### src/rtl/kmeans_centroid_update.sv
`default_nettype none
// ============================================================================
// Module      : kmeans_centroid_update
// Description : Per-epoch cluster sum/count accumulation and centroid update
//               through one shared restoring divider.
// Revision    : 1.0 - initial release
// ============================================================================
module kmeans_centroid_update #(
    parameter int DATA_W = 32,
    parameter int CNT_W  = 16
) (
    input  logic              clk,
    input  logic              reset,
    input  logic              init_we,
    input  logic [1:0]        init_idx,
    input  logic [DATA_W-1:0] init_x,
    input  logic [DATA_W-1:0] init_y,
    input  logic              pt_valid,
    output logic              pt_ready,
    input  logic [DATA_W-1:0] pt_x,
    input  logic [DATA_W-1:0] pt_y,
    input  logic [1:0]        pt_idx,
    input  logic              epoch_end,
    input  logic [1:0]        sel,
    output logic [DATA_W-1:0] cx_o,
    output logic [DATA_W-1:0] cy_o,
    output logic              upd_busy,
    output logic              upd_done,
    output logic              changed,
    output logic              cnt_ovf
);

    localparam int c_SUM_W  = DATA_W + CNT_W;
    localparam int c_ITER_W = $clog2(c_SUM_W + 1);

    typedef enum logic [1:0] {
        ST_ACC = 2'd0,
        ST_DIV = 2'd1,
        ST_FIN = 2'd2
    } state_t;

    state_t r_state;
    state_t w_state_next;

    logic [c_SUM_W-1:0]  r_sum_x [4];
    logic [c_SUM_W-1:0]  r_sum_y [4];
    logic [CNT_W-1:0]    r_cnt   [4];
    logic [DATA_W-1:0]   r_cx    [4];
    logic [DATA_W-1:0]   r_cy    [4];

    logic [1:0]          r_cl;
    logic                r_axis;
    logic                r_run;
    logic [c_ITER_W-1:0] r_iter;
    logic [c_SUM_W-1:0]  r_quo;
    logic [CNT_W-1:0]    r_rem;
    logic                r_changed;
    logic                r_ovf;

    logic                w_accept;
    logic                w_cnt_full;
    logic [CNT_W-1:0]    w_div_cnt;
    logic [c_SUM_W-1:0]  w_div_sum;
    logic [DATA_W-1:0]   w_old;
    logic [CNT_W:0]      w_shift;
    logic                w_ge;
    logic [c_SUM_W-1:0]  w_quo_next;
    logic [CNT_W-1:0]    w_rem_next;
    logic                w_last_iter;
    logic                w_empty;
    logic                w_axis_done;
    logic [DATA_W-1:0]   w_new;

    assign w_accept    = (r_state == ST_ACC) && pt_valid;
    assign w_cnt_full  = &r_cnt[pt_idx];
    assign w_div_cnt   = r_cnt[r_cl];
    assign w_div_sum   = r_axis ? r_sum_y[r_cl] : r_sum_x[r_cl];
    assign w_old       = r_axis ? r_cy[r_cl] : r_cx[r_cl];

    // Restoring step: remainder stays below the divisor, so the CNT_W-bit
    // subtraction result is exact.
    assign w_shift     = {r_rem, r_quo[c_SUM_W-1]};
    assign w_ge        = (w_shift >= {1'b0, w_div_cnt});
    assign w_quo_next  = {r_quo[c_SUM_W-2:0], w_ge};
    assign w_rem_next  = w_ge ? (w_shift[CNT_W-1:0] - w_div_cnt) : w_shift[CNT_W-1:0];
    assign w_new       = w_quo_next[DATA_W-1:0];

    assign w_last_iter = r_run && (r_iter == c_ITER_W'(c_SUM_W - 1));
    assign w_empty     = (w_div_cnt == '0);
    assign w_axis_done = (r_state == ST_DIV) && (r_run ? w_last_iter : w_empty);

    assign cx_o        = r_cx[sel];
    assign cy_o        = r_cy[sel];
    assign changed     = r_changed;
    assign cnt_ovf     = r_ovf;

    always_ff @(posedge clk or negedge reset) begin
        if (!reset) begin
            r_state <= ST_ACC;
        end else begin
            r_state <= w_state_next;
        end
    end

    always_comb begin
        w_state_next = r_state;
        pt_ready     = 1'b0;
        upd_busy     = 1'b0;
        upd_done     = 1'b0;
        case (r_state)
            ST_ACC: begin
                pt_ready = 1'b1;
                if (epoch_end) begin
                    w_state_next = ST_DIV;
                end
            end
            ST_DIV: begin
                upd_busy = 1'b1;
                if (w_axis_done && r_axis && (r_cl == 2'd3)) begin
                    w_state_next = ST_FIN;
                end
            end
            ST_FIN: begin
                upd_busy     = 1'b1;
                upd_done     = 1'b1;
                w_state_next = ST_ACC;
            end
            default: begin
                w_state_next = ST_ACC;
            end
        endcase
    end

    always_ff @(posedge clk or negedge reset) begin
        if (!reset) begin
            for (int i = 0; i < 4; i++) begin
                r_sum_x[i] <= '0;
                r_sum_y[i] <= '0;
                r_cnt[i]   <= '0;
                r_cx[i]    <= '0;
                r_cy[i]    <= '0;
            end
            r_cl      <= 2'd0;
            r_axis    <= 1'b0;
            r_run     <= 1'b0;
            r_iter    <= '0;
            r_quo     <= '0;
            r_rem     <= '0;
            r_changed <= 1'b0;
            r_ovf     <= 1'b0;
        end else begin
            case (r_state)
                ST_ACC: begin
                    if (w_accept) begin
                        if (w_cnt_full) begin
                            r_ovf <= 1'b1;
                        end else begin
                            r_sum_x[pt_idx] <= r_sum_x[pt_idx] + c_SUM_W'(pt_x);
                            r_sum_y[pt_idx] <= r_sum_y[pt_idx] + c_SUM_W'(pt_y);
                            r_cnt[pt_idx]   <= r_cnt[pt_idx] + CNT_W'(1);
                        end
                    end
                    if (init_we) begin
                        r_cx[init_idx] <= init_x;
                        r_cy[init_idx] <= init_y;
                    end
                    if (epoch_end) begin
                        r_changed <= 1'b0;
                        r_cl      <= 2'd0;
                        r_axis    <= 1'b0;
                        r_run     <= 1'b0;
                    end
                end
                ST_DIV: begin
                    if (!r_run) begin
                        if (!w_empty) begin
                            r_quo  <= w_div_sum;
                            r_rem  <= '0;
                            r_iter <= '0;
                            r_run  <= 1'b1;
                        end
                    end else begin
                        r_quo  <= w_quo_next;
                        r_rem  <= w_rem_next;
                        r_iter <= r_iter + c_ITER_W'(1);
                        if (w_last_iter) begin
                            r_run <= 1'b0;
                            if (r_axis) begin
                                r_cy[r_cl] <= w_new;
                            end else begin
                                r_cx[r_cl] <= w_new;
                            end
                            if (w_new != w_old) begin
                                r_changed <= 1'b1;
                            end
                        end
                    end
                    if (w_axis_done) begin
                        r_axis <= ~r_axis;
                        if (r_axis) begin
                            r_cl <= r_cl + 2'd1;
                        end
                    end
                end
                ST_FIN: begin
                    for (int i = 0; i < 4; i++) begin
                        r_sum_x[i] <= '0;
                        r_sum_y[i] <= '0;
                        r_cnt[i]   <= '0;
                    end
                    r_ovf <= 1'b0;
                end
                default: begin
                end
            endcase
        end
    end

endmodule
`default_nettype wire
### config.mk
export PLATFORM = sky130hd
export DESIGN_NAME = kmeans_centroid_update
export DESIGN_NICKNAME = d
export VERILOG_FILES = /design/src/rtl/kmeans_centroid_update.sv
export SDC_FILE = /design/constraint.sdc
export NUM_CORES = 2
export LEC_CHECK = 0
export BUFFER_PORTS_ARGS = -buffer_cell sky130_fd_sc_hd__buf_2
export CAP_MARGIN = 20
export CORE_ASPECT_RATIO = 2
export CORE_UTILIZATION = 60
export CTS_CLUSTER_SIZE = 30
export DETAILED_ROUTE_END_ITERATION = 10
export PLACE_DENSITY_LB_ADDON = 0.08
export SLEW_MARGIN = 40
export SYNTH_ARGS = -nofsm -noshare
export SYNTH_HDL_FRONTEND = slang
export SYNTH_SLANG_ARGS = --single-unit
export TNS_END_PERCENT = 5
### constraint.sdc
create_clock -name clk -period 12 [get_ports clk]
set_input_delay 3 -clock clk [delete_from_list [all_inputs] [get_ports clk]]
set_output_delay 3 -clock clk [all_outputs]
set_load 0.05 [all_outputs]
==> flow_metrics.tcl <==
set metrics [dict create \
    status "finished, violations left" \
    violations "DRC" \
    fin_skew_ns 0.0196 \
    cts_tree "done" \
    yosysSeqAreaShare 0.426 \
    clock_latency_ns 0.67 \
    peakVddDrop_mv 0.227 \
    htreeDepth 3 \
    initial_core_util 0.605 \
    overflow 0 \
    drtIter0Drc 3711 \
    postCtsSetupRepairBufs 0 \
    grt_use_total 0.392 \
    synth_seq_cells 782 \
    via_per_inst 7.13 \
    root_buffer "clkbuf_16" \
    core_sq_um 75900 \
    synthDistinctLibCells 87 \
    crit_chain "buf_4 -> buf_6 -> mux4_2 -> buf_2" \
    mostFrequentLayoutCell "dfrtp_1" \
    critical_path_arrival_ns 5.08 \
    postPlaceCellArea_sq_um 47500 \
    routedWlPerCell_um 28.4 \
    critPathKind "primary input to output port" \
    critPathBufInv 3 \
    dr.pass1.iters 9 \
    crit_required_ns 9.00 \
    tns_ns 0 \
    cts.clk_slew.worst_paths_ns 0.07 \
    avgSynthCellArea_sq_um 11.0 \
    cts_max_path_buffers 3 \
    hold_viol_final 0 \
    synth-edff-count 0 \
    gp_congestion 0.941 \
    p_leak_nw 21.2 \
    cts_sinks 782 \
    grt_pass1_wl_um 229000 \
    ys_warn_count 0 \
    vias 37500 \
    slew_violations 0 \
    slowest_delay_ns 0.69 \
    ctsHoldBuffers 0 \
    ios 208 \
    drv_cap 0 \
    routed_wl_um 149000 \
    start_kind "primary input" \
    portBuffers 207 \
    syn2layout_area_growth_pct 9.02 \
    final_cell_mix "778 x dfrtp_1, 597 x nand2_1, 513 x o21ai_0" \
    async_flop_share 1.00 \
    cts_resized 0 \
    synthCells 4191 \
    syn_area_sq_um 45900 \
    fin_area_sq_um 50000 \
    numCtsBuffers 73 \
    final_cells 5250 \
    layout-drive-gt1-share 0.183 \
    slowest_stage "mux4_2" \
    worst_setup_path_end_kind "output port" \
    drc 8 \
    rows 143 \
    tightest_slew_ns 0.944 \
    antenna_found_initial 10 \
    p_per_area_nw_per_um2 260 \
    fmax_mhz 124 \
    max_slew_margin 0.371 \
    die_w_um 198 \
    finalSetupViolations 0 \
    hp-class "flop to flop" \
    grt_max_degree 140 \
    synth.area.top_cells "dfrtp_1 43%, mux4_2 16%, o21ai_0 5.6%" \
    die_area_sq_um 77700 \
    path_delay_family "buffers and inverters" \
    fin_crit_sh 0.673 \
    grt_pass1_vias 38000 \
    nets 4405 \
    dp_hpwl_um 94300 \
    placed_cells 5111 \
    ys.flop_type "dfrtp_1" \
    final_antenna_net_count 0 \
    yosys.area.top_type_share 0.426 \
    synth.net_count 4422 \
    synth_area_leader_cell "dfrtp_1" \
    crit_fanout 36 \
    die_h_um 393 \
    fin_crit_ns 8.08 \
    rsz0062_at_grt "no" \
]
-- worst register-to-register path, delay by kind of cell, from the launching register on --
| family | cells | cell delay (ns) |
|---|---|---|
| AND/OR/NAND/NOR | 1 | 0.13 |
| multiplexers | 1 | 0.47 |
| adder cells (fa/ha/maj) | 1 | 0.35 |
| AO/OA/AOI/OAI | 7 | 3.16 |
| flip-flops | 1 | 0.39 |
| XOR/XNOR | 1 | 0.28 |
-- cell families after synthesis --
kind of cell / after synthesis / share of synthesized area
xor gates and xnor gates: 133 / 0.0254
DFF: 782 / 0.426
AOI/OAI and AO/OA: 1343 / 0.192
and+or+nand+nor: 957 / 0.0913
muxes: 453 / 0.197
adders and majority gates: 92 / 0.0256
buffers and inverters: 431 / 0.0419
-- synthesized netlist by cell type (6+ instances only) --
cell type / n
inv_1: 55
nor3_1: 23
or3_1: 20
nand2b_1: 11
a211oi_1: 16
a21oi_1: 125
a22o_1: 261
and4_1: 6
mux4_2: 320
o21ai_1: 28
a22oi_1: 256
o21bai_1: 17
mux2i_1: 97
buf_6: 7
and3_1: 11
clkbuf_1: 256
buf_4: 19
mux4_1: 23
nor4_1: 6
buf_1: 21
o21ai_0: 513
ha_1: 89
a221o_1: 6
a21o_1: 34
xnor2_1: 71
and2_1: 15
nand4_1: 25
a2111oi_0: 6
mux4_4: 9
o21a_1: 10
nor2_1: 122
xor2_1: 62
nand2_1: 597
o211ai_1: 10
a31oi_1: 14
nand3_1: 76
dfrtp_1: 782
nor2b_1: 10
buf_2: 64
nor3b_1: 6
-- area by class of cell --
type,instances,area (sq um)
inverters,56,210
diodes,11,27.5
clock inverters,13,158
clock buffers,112,2240
fillers,6165,25800
flip-flops and latches,782,19600
well taps,1015,1270
multi-input cells,2978,24600
repair buffers,283,1920
-- flip-flops by register name (all words and copies together), names as in the netlist, 2 cells and up --
name	flops
r_sum_x	192
r_sum_y	192
r_cx	128
r_cy	128
r_cnt	64
r_quo	48
r_rem	16
r_iter	6
r_cl	2
r_state	2
-- layer usage --
layer | GRT usage | vias up | share of wire
met3 | 0.0725 | 516 | 0.085
met2 | 0.655 | 2045 | 0.50
met5 | 0 | - | 0.00031
met4 | 0.254 | 8 | 0.067
met1 | 0.463 | 19100 | 0.35
li1 | - | 15800 | -
-- path summary, 6_finish.rpt --
kind                                 start     endpoint  slack, ns  depth (start not counted)
min in group asynchronous            reset    r_cx[121]       2.27                          1
max in group asynchronous            reset   r_sum_x[2]       7.88                          3
worst min register to register   r_quo[39]    r_quo[39]       0.48                          2
worst max register to register  r_sum_x[6]  r_sum_x[95]       7.07                         11
worst max-delay path                sel[0]      cx_o[8]       3.92                          4
worst min-delay path             r_quo[39]    r_quo[39]       0.48                          2
-- power breakdown --
group	internal (mW)	total (mW)	switching (mW)
Sequential	3.42	4.20	0.779
Combinational	2.47	6.41	3.94
Clock	1.35	2.42	1.07
Total	7.24	13.0	5.79
-- per-stage QoR --
step	hold WS, ns	worst slack (ns)	power, mW	util
2_1_floorplan	0.450	4.02	8.57	-
3_3_place_gp	0.461	3.52	10.4	0.624
5_1_grt	0.523	3.84	13.6	0.659
3_5_place_dp	0.472	3.53	10.5	0.626
6_report	0.480	3.92	13.0	0.660
4_1_cts	0.487	3.68	12.9	0.658
No activity file was read; power rests on OpenSTA's default activity.
